### src/rtl/avgmax_pkg.sv
// Shared project package: avgmax FSM state encoding and default sizing constants.
package avgmax_pkg;

  localparam int unsigned DEF_NUM_WORDS = 16;
  localparam int unsigned DEF_ADDR_W    = 8;
  localparam int unsigned DEF_RES_W     = 17;

  typedef enum logic [2:0] {
    S_IDLE  = 3'd0,
    S_READ  = 3'd1,
    S_DRAIN = 3'd2,
    S_SHIFT = 3'd3,
    S_DONE  = 3'd4
  } state_e;

endpackage

### src/rtl/avgmax_unit_piso_shift.sv
// Parallel-in serial-out shifter, MSB first, with bit counter and last-bit flag.
module piso_shift #(
  parameter int unsigned WIDTH = 34
) (
  input  logic             clk,
  input  logic             rst,
  input  logic             load,
  input  logic [WIDTH-1:0] load_data,
  input  logic             shift_en,
  output logic             bit_out,
  output logic             last_c
);

  localparam int unsigned CNT_W = $clog2(WIDTH) + 1;

  logic [WIDTH-1:0] shreg_q, shreg_d;
  logic [CNT_W-1:0] cnt_q, cnt_d;

  always_comb begin
    shreg_d = shreg_q;
    cnt_d   = cnt_q;
    if (load) begin
      shreg_d = load_data;
      cnt_d   = '0;
    end else if (shift_en) begin
      shreg_d = {shreg_q[WIDTH-2:0], 1'b0};
      cnt_d   = cnt_q + CNT_W'(1);
    end
  end

  always_ff @(posedge clk) begin
    if (rst) begin
      shreg_q <= '0;
      cnt_q   <= '0;
    end else begin
      shreg_q <= shreg_d;
      cnt_q   <= cnt_d;
    end
  end

  // Register drains to zero after a full frame, so the output idles low.
  assign bit_out = shreg_q[WIDTH-1];
  assign last_c  = (cnt_q == CNT_W'(WIDTH - 1));

endmodule

### src/rtl/avgmax_unit.sv
// Reads NUM_WORDS SRAM words, tracks max and average, then streams {max, avg} serially.
module avgmax_unit
  import avgmax_pkg::*;
#(
  parameter int unsigned NUM_WORDS = DEF_NUM_WORDS,
  parameter int unsigned ADDR_W    = DEF_ADDR_W,
  parameter int unsigned RES_W     = DEF_RES_W
) (
  input  logic              clk,
  input  logic              rst,
  input  logic              avgmax_en,
  input  logic              ry,
  input  logic [31:0]       read_data,
  output logic              cs_n,
  output logic [ADDR_W-1:0] address,
  output logic              P_out,
  output logic              P_valid,
  output logic [RES_W-1:0]  max_out,
  output logic [RES_W-1:0]  avg_out,
  output logic              done
);

  localparam int unsigned CNT_W   = $clog2(NUM_WORDS);
  localparam int unsigned SUM_W   = RES_W + CNT_W;
  localparam int unsigned FRAME_W = 2 * RES_W;

  state_e             state_q, state_d;
  logic [CNT_W-1:0]   rd_cnt_q, rd_cnt_d;
  logic [RES_W-1:0]   max_q, max_d;
  logic [SUM_W-1:0]   sum_q, sum_d;
  logic               issue_d1_q;
  logic [RES_W-1:0]   max_out_q, max_out_d;
  logic [RES_W-1:0]   avg_out_q, avg_out_d;
  logic               p_valid_q, p_valid_d;
  logic               done_q, done_d;
  logic               issue_c;
  logic               load_c;
  logic               last_c;
  logic [RES_W-1:0]   word_c;
  logic [RES_W-1:0]   avg_c;
  logic               unused_read_data;

  assign issue_c          = (state_q == S_READ) && ry;
  assign word_c           = read_data[RES_W-1:0];
  assign unused_read_data = ^read_data;

  always_comb begin
    state_d   = state_q;
    rd_cnt_d  = rd_cnt_q;
    max_d     = max_q;
    sum_d     = sum_q;
    load_c    = 1'b0;

    // Data from the previous cycle's issue arrives now; DRAIN absorbs the last one.
    if (issue_d1_q) begin
      sum_d = sum_q + SUM_W'(word_c);
      if (word_c > max_q) max_d = word_c;
    end

    case (state_q)
      S_IDLE: begin
        if (avgmax_en) begin
          state_d  = S_READ;
          rd_cnt_d = '0;
          max_d    = '0;
          sum_d    = '0;
        end
      end
      S_READ: begin
        if (issue_c) begin
          rd_cnt_d = rd_cnt_q + CNT_W'(1);
          if (rd_cnt_q == CNT_W'(NUM_WORDS - 1)) state_d = S_DRAIN;
        end
      end
      S_DRAIN: begin
        state_d = S_SHIFT;
        load_c  = 1'b1;
      end
      S_SHIFT: begin
        if (last_c) state_d = S_DONE;
      end
      S_DONE:  state_d = S_IDLE;
      default: state_d = S_IDLE;
    endcase

    avg_c     = RES_W'(sum_d >> CNT_W);
    max_out_d = load_c ? max_d : max_out_q;
    avg_out_d = load_c ? avg_c : avg_out_q;
    p_valid_d = (state_d == S_SHIFT);
    done_d    = (state_d == S_DONE);
  end

  always_ff @(posedge clk) begin
    if (rst) begin
      state_q    <= S_IDLE;
      rd_cnt_q   <= '0;
      max_q      <= '0;
      sum_q      <= '0;
      issue_d1_q <= 1'b0;
      max_out_q  <= '0;
      avg_out_q  <= '0;
      p_valid_q  <= 1'b0;
      done_q     <= 1'b0;
    end else begin
      state_q    <= state_d;
      rd_cnt_q   <= rd_cnt_d;
      max_q      <= max_d;
      sum_q      <= sum_d;
      issue_d1_q <= issue_c;
      max_out_q  <= max_out_d;
      avg_out_q  <= avg_out_d;
      p_valid_q  <= p_valid_d;
      done_q     <= done_d;
    end
  end

  piso_shift #(
    .WIDTH (FRAME_W)
  ) u_piso (
    .clk       (clk),
    .rst       (rst),
    .load      (load_c),
    .load_data ({max_out_d, avg_out_d}),
    .shift_en  (state_q == S_SHIFT),
    .bit_out   (P_out),
    .last_c    (last_c)
  );

  // Chip select follows ry directly so a stalled cycle never issues a read.
  assign cs_n    = ~issue_c;
  assign address = ADDR_W'(rd_cnt_q);
  assign P_valid = p_valid_q;
  assign max_out = max_out_q;
  assign avg_out = avg_out_q;
  assign done    = done_q;

endmodule

### config.mk
export PLATFORM = sky130hd
export DESIGN_NAME = avgmax_unit
export DESIGN_NICKNAME = d
export VERILOG_FILES = /design/src/rtl/avgmax_pkg.sv /design/src/rtl/avgmax_unit_piso_shift.sv /design/src/rtl/avgmax_unit.sv
export SDC_FILE = /design/constraint.sdc
export NUM_CORES = 1
export LEC_CHECK = 0
export ABC_AREA = 1
export BUFFER_PORTS_ARGS = -buffer_cell sky130_fd_sc_hd__buf_4
export CAP_MARGIN = 25
export CORE_MARGIN = 3
export CORE_UTILIZATION = 40
export CTS_CLUSTER_DIAMETER = 80
export DETAILED_ROUTE_END_ITERATION = 10
export GPL_TIMING_DRIVEN = 0
export SLEW_MARGIN = 0
export SYNTH_ARGS = -nofsm -noshare
export SYNTH_HDL_FRONTEND = slang
export SYNTH_SLANG_ARGS = --single-unit
### constraint.sdc
create_clock -name clk -period 2.6 [get_ports clk]
set_input_delay 0.26 -clock clk [delete_from_list [all_inputs] [get_ports clk]]
set_output_delay 0.26 -clock clk [all_outputs]
set_load 0.02 [all_outputs]
==> results by group <==
Critical path
  – Startpoint Class: flop
  – Critical path class: reg -> reg
  – Top fanout value on the critical path: 4
  – Worst reg-to-reg setup slack: 0.39 ns
  – Data required, critical path: 2.88 ns
  – Critical Path AT: 2.49 ns
  – CP endpoint kind: flop

CTS
  – # H-tree levels: 4
  – Setup bufs post-CTS: 0
  – CTS Hold Bufs: 0
  – Clk sinks: 123
  – Root Driver: clkbuf_16
  – Clk buf depth: 2
  – # resized after CTS: 0
  – CTS tree: done
  – Clk Latency, worst-skew pair: 0.42 ns
  – Clk slew on worst S/H paths: 0.05 ns
  – TritonCTS buffer count: 17

Timing
  – RSZ-0062 raised after global routing: false
  – Final setup vio count: 0
  – Max transition margin: 59.7%
  – Tcrit/Tclk final: 85.1%
  – Slew @ Worst Pin: 0.604 ns
  – Final hold vios: 0
  – Highest clock rate: 452 MHz
  – Clock skew: 0.00771 ns
  – Setup TNS: 0 ns
  – Minimum clock period: 2.21 ns
  – Pins Over Slew Limit: 0

Floorplan
  – Std-Cell Rows: 45
  – Starting Density: 41.3%
  – Die Wd: 132 microns
  – # IOs: 82
  – Die H: 132 microns
  – Core area: 15,400 sq um
  – Total die area: 17,400 sq um

Yosys
  – EDFF count, synth: 0
  – Avg Cell Area, Syn: 7.12 sq um
  – Post-Synthesis Cell Area: 6350 sq um
  – Cells after synthesis: 892
  – Main flop type after synthesis: dfxtp_1
  – Ys Warns: 0
  – Cell variety after synth: 50
  – Post-synthesis register bit count: 123
  – Async S/R FF share, synth: 0%
  – Seq/Total Area, Yosys: 38.8%

Global routing
  – GR Util met3: 4.58%
  – First-pass GRT wire length: 30,400 microns
  – Met2 Use GR: 34.2%
  – GRT met1 Usage: 31.0%
  – Number of global-route vias before repair: 5,673
  – Global route overflow: 0
  – Initial antenna violation count: 0
  – Largest net degree at the start of global routing: 17
  – Most used routing layer: met2
  – Total GRT Usage: 22.2%

Hold path
  – Min-delay worst type: in -> reg

Placed design
  – Final Wtd Congestion: 0.929
  – DP Cell Count: 1,167
  – IO buf count: 61
  – Post-DP HPWL: 14,700 microns

Final layout
  – Share of cells above drive strength 1: 13.8%
  – Storage element area: 2460 sq um
  – Area of the multi-input gates: 3320 sq um
  – Layout Utilization: 50.2%
  – Ant diodes: 0
  – Area Growth Syn to Fin: 21.4%
  – Fillers: 1,548
  – Cell Count, Final, Fillers Out: 1,196
  – Nets: 1,049

Route
  – Wire per inst: 16.0 microns
  – Final ANT Viol Nets: 0
  – DR pass1 iterations: 5
  – Vias per cell: 5.06
  – Initial DRC Count: 467
  – Residual DRC: 0
  – DR vias: 6,054
  – Total Wirelength: 19,100 microns

Power
  – Leak: 3.56 nW
  – Pwr Density: 634 nW/um^2
  – Worst VDD drop: 0.000479 V

Run status
  – Status: finished, final reports clean

Job
  – Max-cap check violation count: 0
==> flip-flops by register name, summed over array words and instances (netlist names) <==
register and count:
avg_out 17, rd_cnt_q 4, sum_q 21, done 1, state_q 3, P_valid 1, u_piso.cnt_q 7, max_out 17
issue_d1_q 1, max_q 17, u_piso.shreg_q 34
==> stage by stage <==
stage               hold slack (ns)  power [mW]  worst slack, ns  cell area [sq um]
finish                        0.106        4.89            0.387               7710
global route                  0.103        5.04            0.208               7710
CTS                          0.0965        4.90            0.404               7710
detailed placement            0.443        2.34            0.310               7080
global placement              0.442        2.34            0.298               7080
floorplan                     0.384        2.21            0.753               6360
==> final cells by class <==
type / instances / share of cell area, %
multi-input cells: 633 / 43.1
flip-flops and latches: 123 / 31.9
clock buffers: 21 / 5.97
repair buffers: 61 / 5.94
inverters: 101 / 4.92
well taps: 211 / 3.42
plain buffers: 38 / 2.56
clock inverters: 8 / 2.17
==> worst paths after layout <==
path                                  to                    from  cells after the start
setup / recovery  avg_out[12]$_SDFF_PP0_     sum_q[0]$_SDFF_PP0_                     14
hold / removal       max_q[5]$_SDFF_PP0_            read_data[5]                      2
setup reg to reg  avg_out[12]$_SDFF_PP0_     sum_q[0]$_SDFF_PP0_                     14
hold reg to reg   max_out[13]$_SDFF_PP0_  max_out[13]$_SDFF_PP0_                      2
==> cell usage after synthesis (2+ instances only) <==
cell / count / area [sq um]
o211ai_2: 4 / 50.1
o21ai_1: 14 / 70.1
ha_1: 37 / 463
xor2_1: 2 / 17.5
nor3b_1: 2 / 15.0
a21oi_1: 80 / 400
nand4_1: 21 / 131
buf_6: 3 / 33.8
nor2_4: 2 / 22.5
a21o_1: 4 / 30.0
o22ai_1: 6 / 37.5
nand3_1: 54 / 270
nor2_2: 3 / 18.8
nor3_1: 7 / 35.0
a21oi_2: 4 / 35.0
nand2_1: 227 / 852
o21a_1: 5 / 37.5
buf_4: 5 / 37.5
nand2_2: 2 / 12.5
inv_1: 93 / 349
clkbuf_1: 17 / 63.8
nor4_1: 2 / 12.5
nor2_1: 73 / 274
buf_1: 2 / 7.51
inv_2: 7 / 26.3
a22o_1: 2 / 17.5
o2111ai_1: 4 / 35.0
buf_2: 10 / 50.1
dfxtp_1: 123 / 2460
nand3b_1: 8 / 60.1
nor3_2: 2 / 20.0
o21ai_0: 49 / 245
==> logic make-up (layout without fill, tap and decap cells) <==
kind of cell,count (synthesis),after routing,synth area share [%]
other cells,1,4,0.0591
simple gates,410,410,28.1
xor+xnor,3,3,0.414
buf+inv,139,229,9.09
fa+ha+maj,38,38,7.61
flops,123,123,38.8
compound gates,178,178,16.0
==> worst max-delay path: stages (launching register included) <==
cell and delay, ns:
dfxtp_1 0.31, ha_1 0.23, fa_1 0.41, nand2_1 0.07, inv_1 0.06, nand2_1 0.09
nand2_2 0.08, nand2_1 0.09, nand3_1 0.11, nand3_1 0.15, nand2_1 0.07, nand2_1 0.06
nand3_1 0.08, nand3_1 0.16, o21ai_0 0.10
==> power breakdown <==
group          leakage [nW]  switching (mW)  total [mW]  internal, mW
Combinational          2.26           0.264       0.389         0.125
Sequential            0.992          0.0123        1.91          1.90
Clock                 0.305           0.852        2.58          1.73
Total                  3.56            1.13        4.89          3.76
==> placed cells by master, fill, tap and decap left out, drive strengths merged, types with 2 or more instances in the layout <==
| cell | count |
|---|---|
| buf | 81 |
| o211ai | 5 |
| nand3 | 55 |
| o21a | 5 |
| a21oi | 84 |
| o2111ai | 4 |
| xor2 | 2 |
| conb | 4 |
| nand2 | 230 |
| or2 | 2 |
| ha | 37 |
| nor3b | 2 |
| nand3b | 8 |
| a21o | 4 |
| clkbuf | 39 |
| nand4 | 22 |
| o22ai | 6 |
| nor3 | 9 |
| o21ai | 63 |
| a22o | 2 |
| nor4 | 2 |
| clkinv | 3 |
| nor2 | 78 |
| bufinv | 5 |
| dfxtp | 123 |
| inv | 100 |
==> per-layer routing <==
| layer | part of all wire [%] | vias to the layer above |
|---|---|---|
| met4 | 2.1 | 0 |
| met3 | 5.3 | 28 |
| met5 | 0 | - |
| li1 | - | 3110 |
| met1 | 48 | 2750 |
| met2 | 44 | 166 |
No activity file was read; power rests on OpenSTA's default activity.
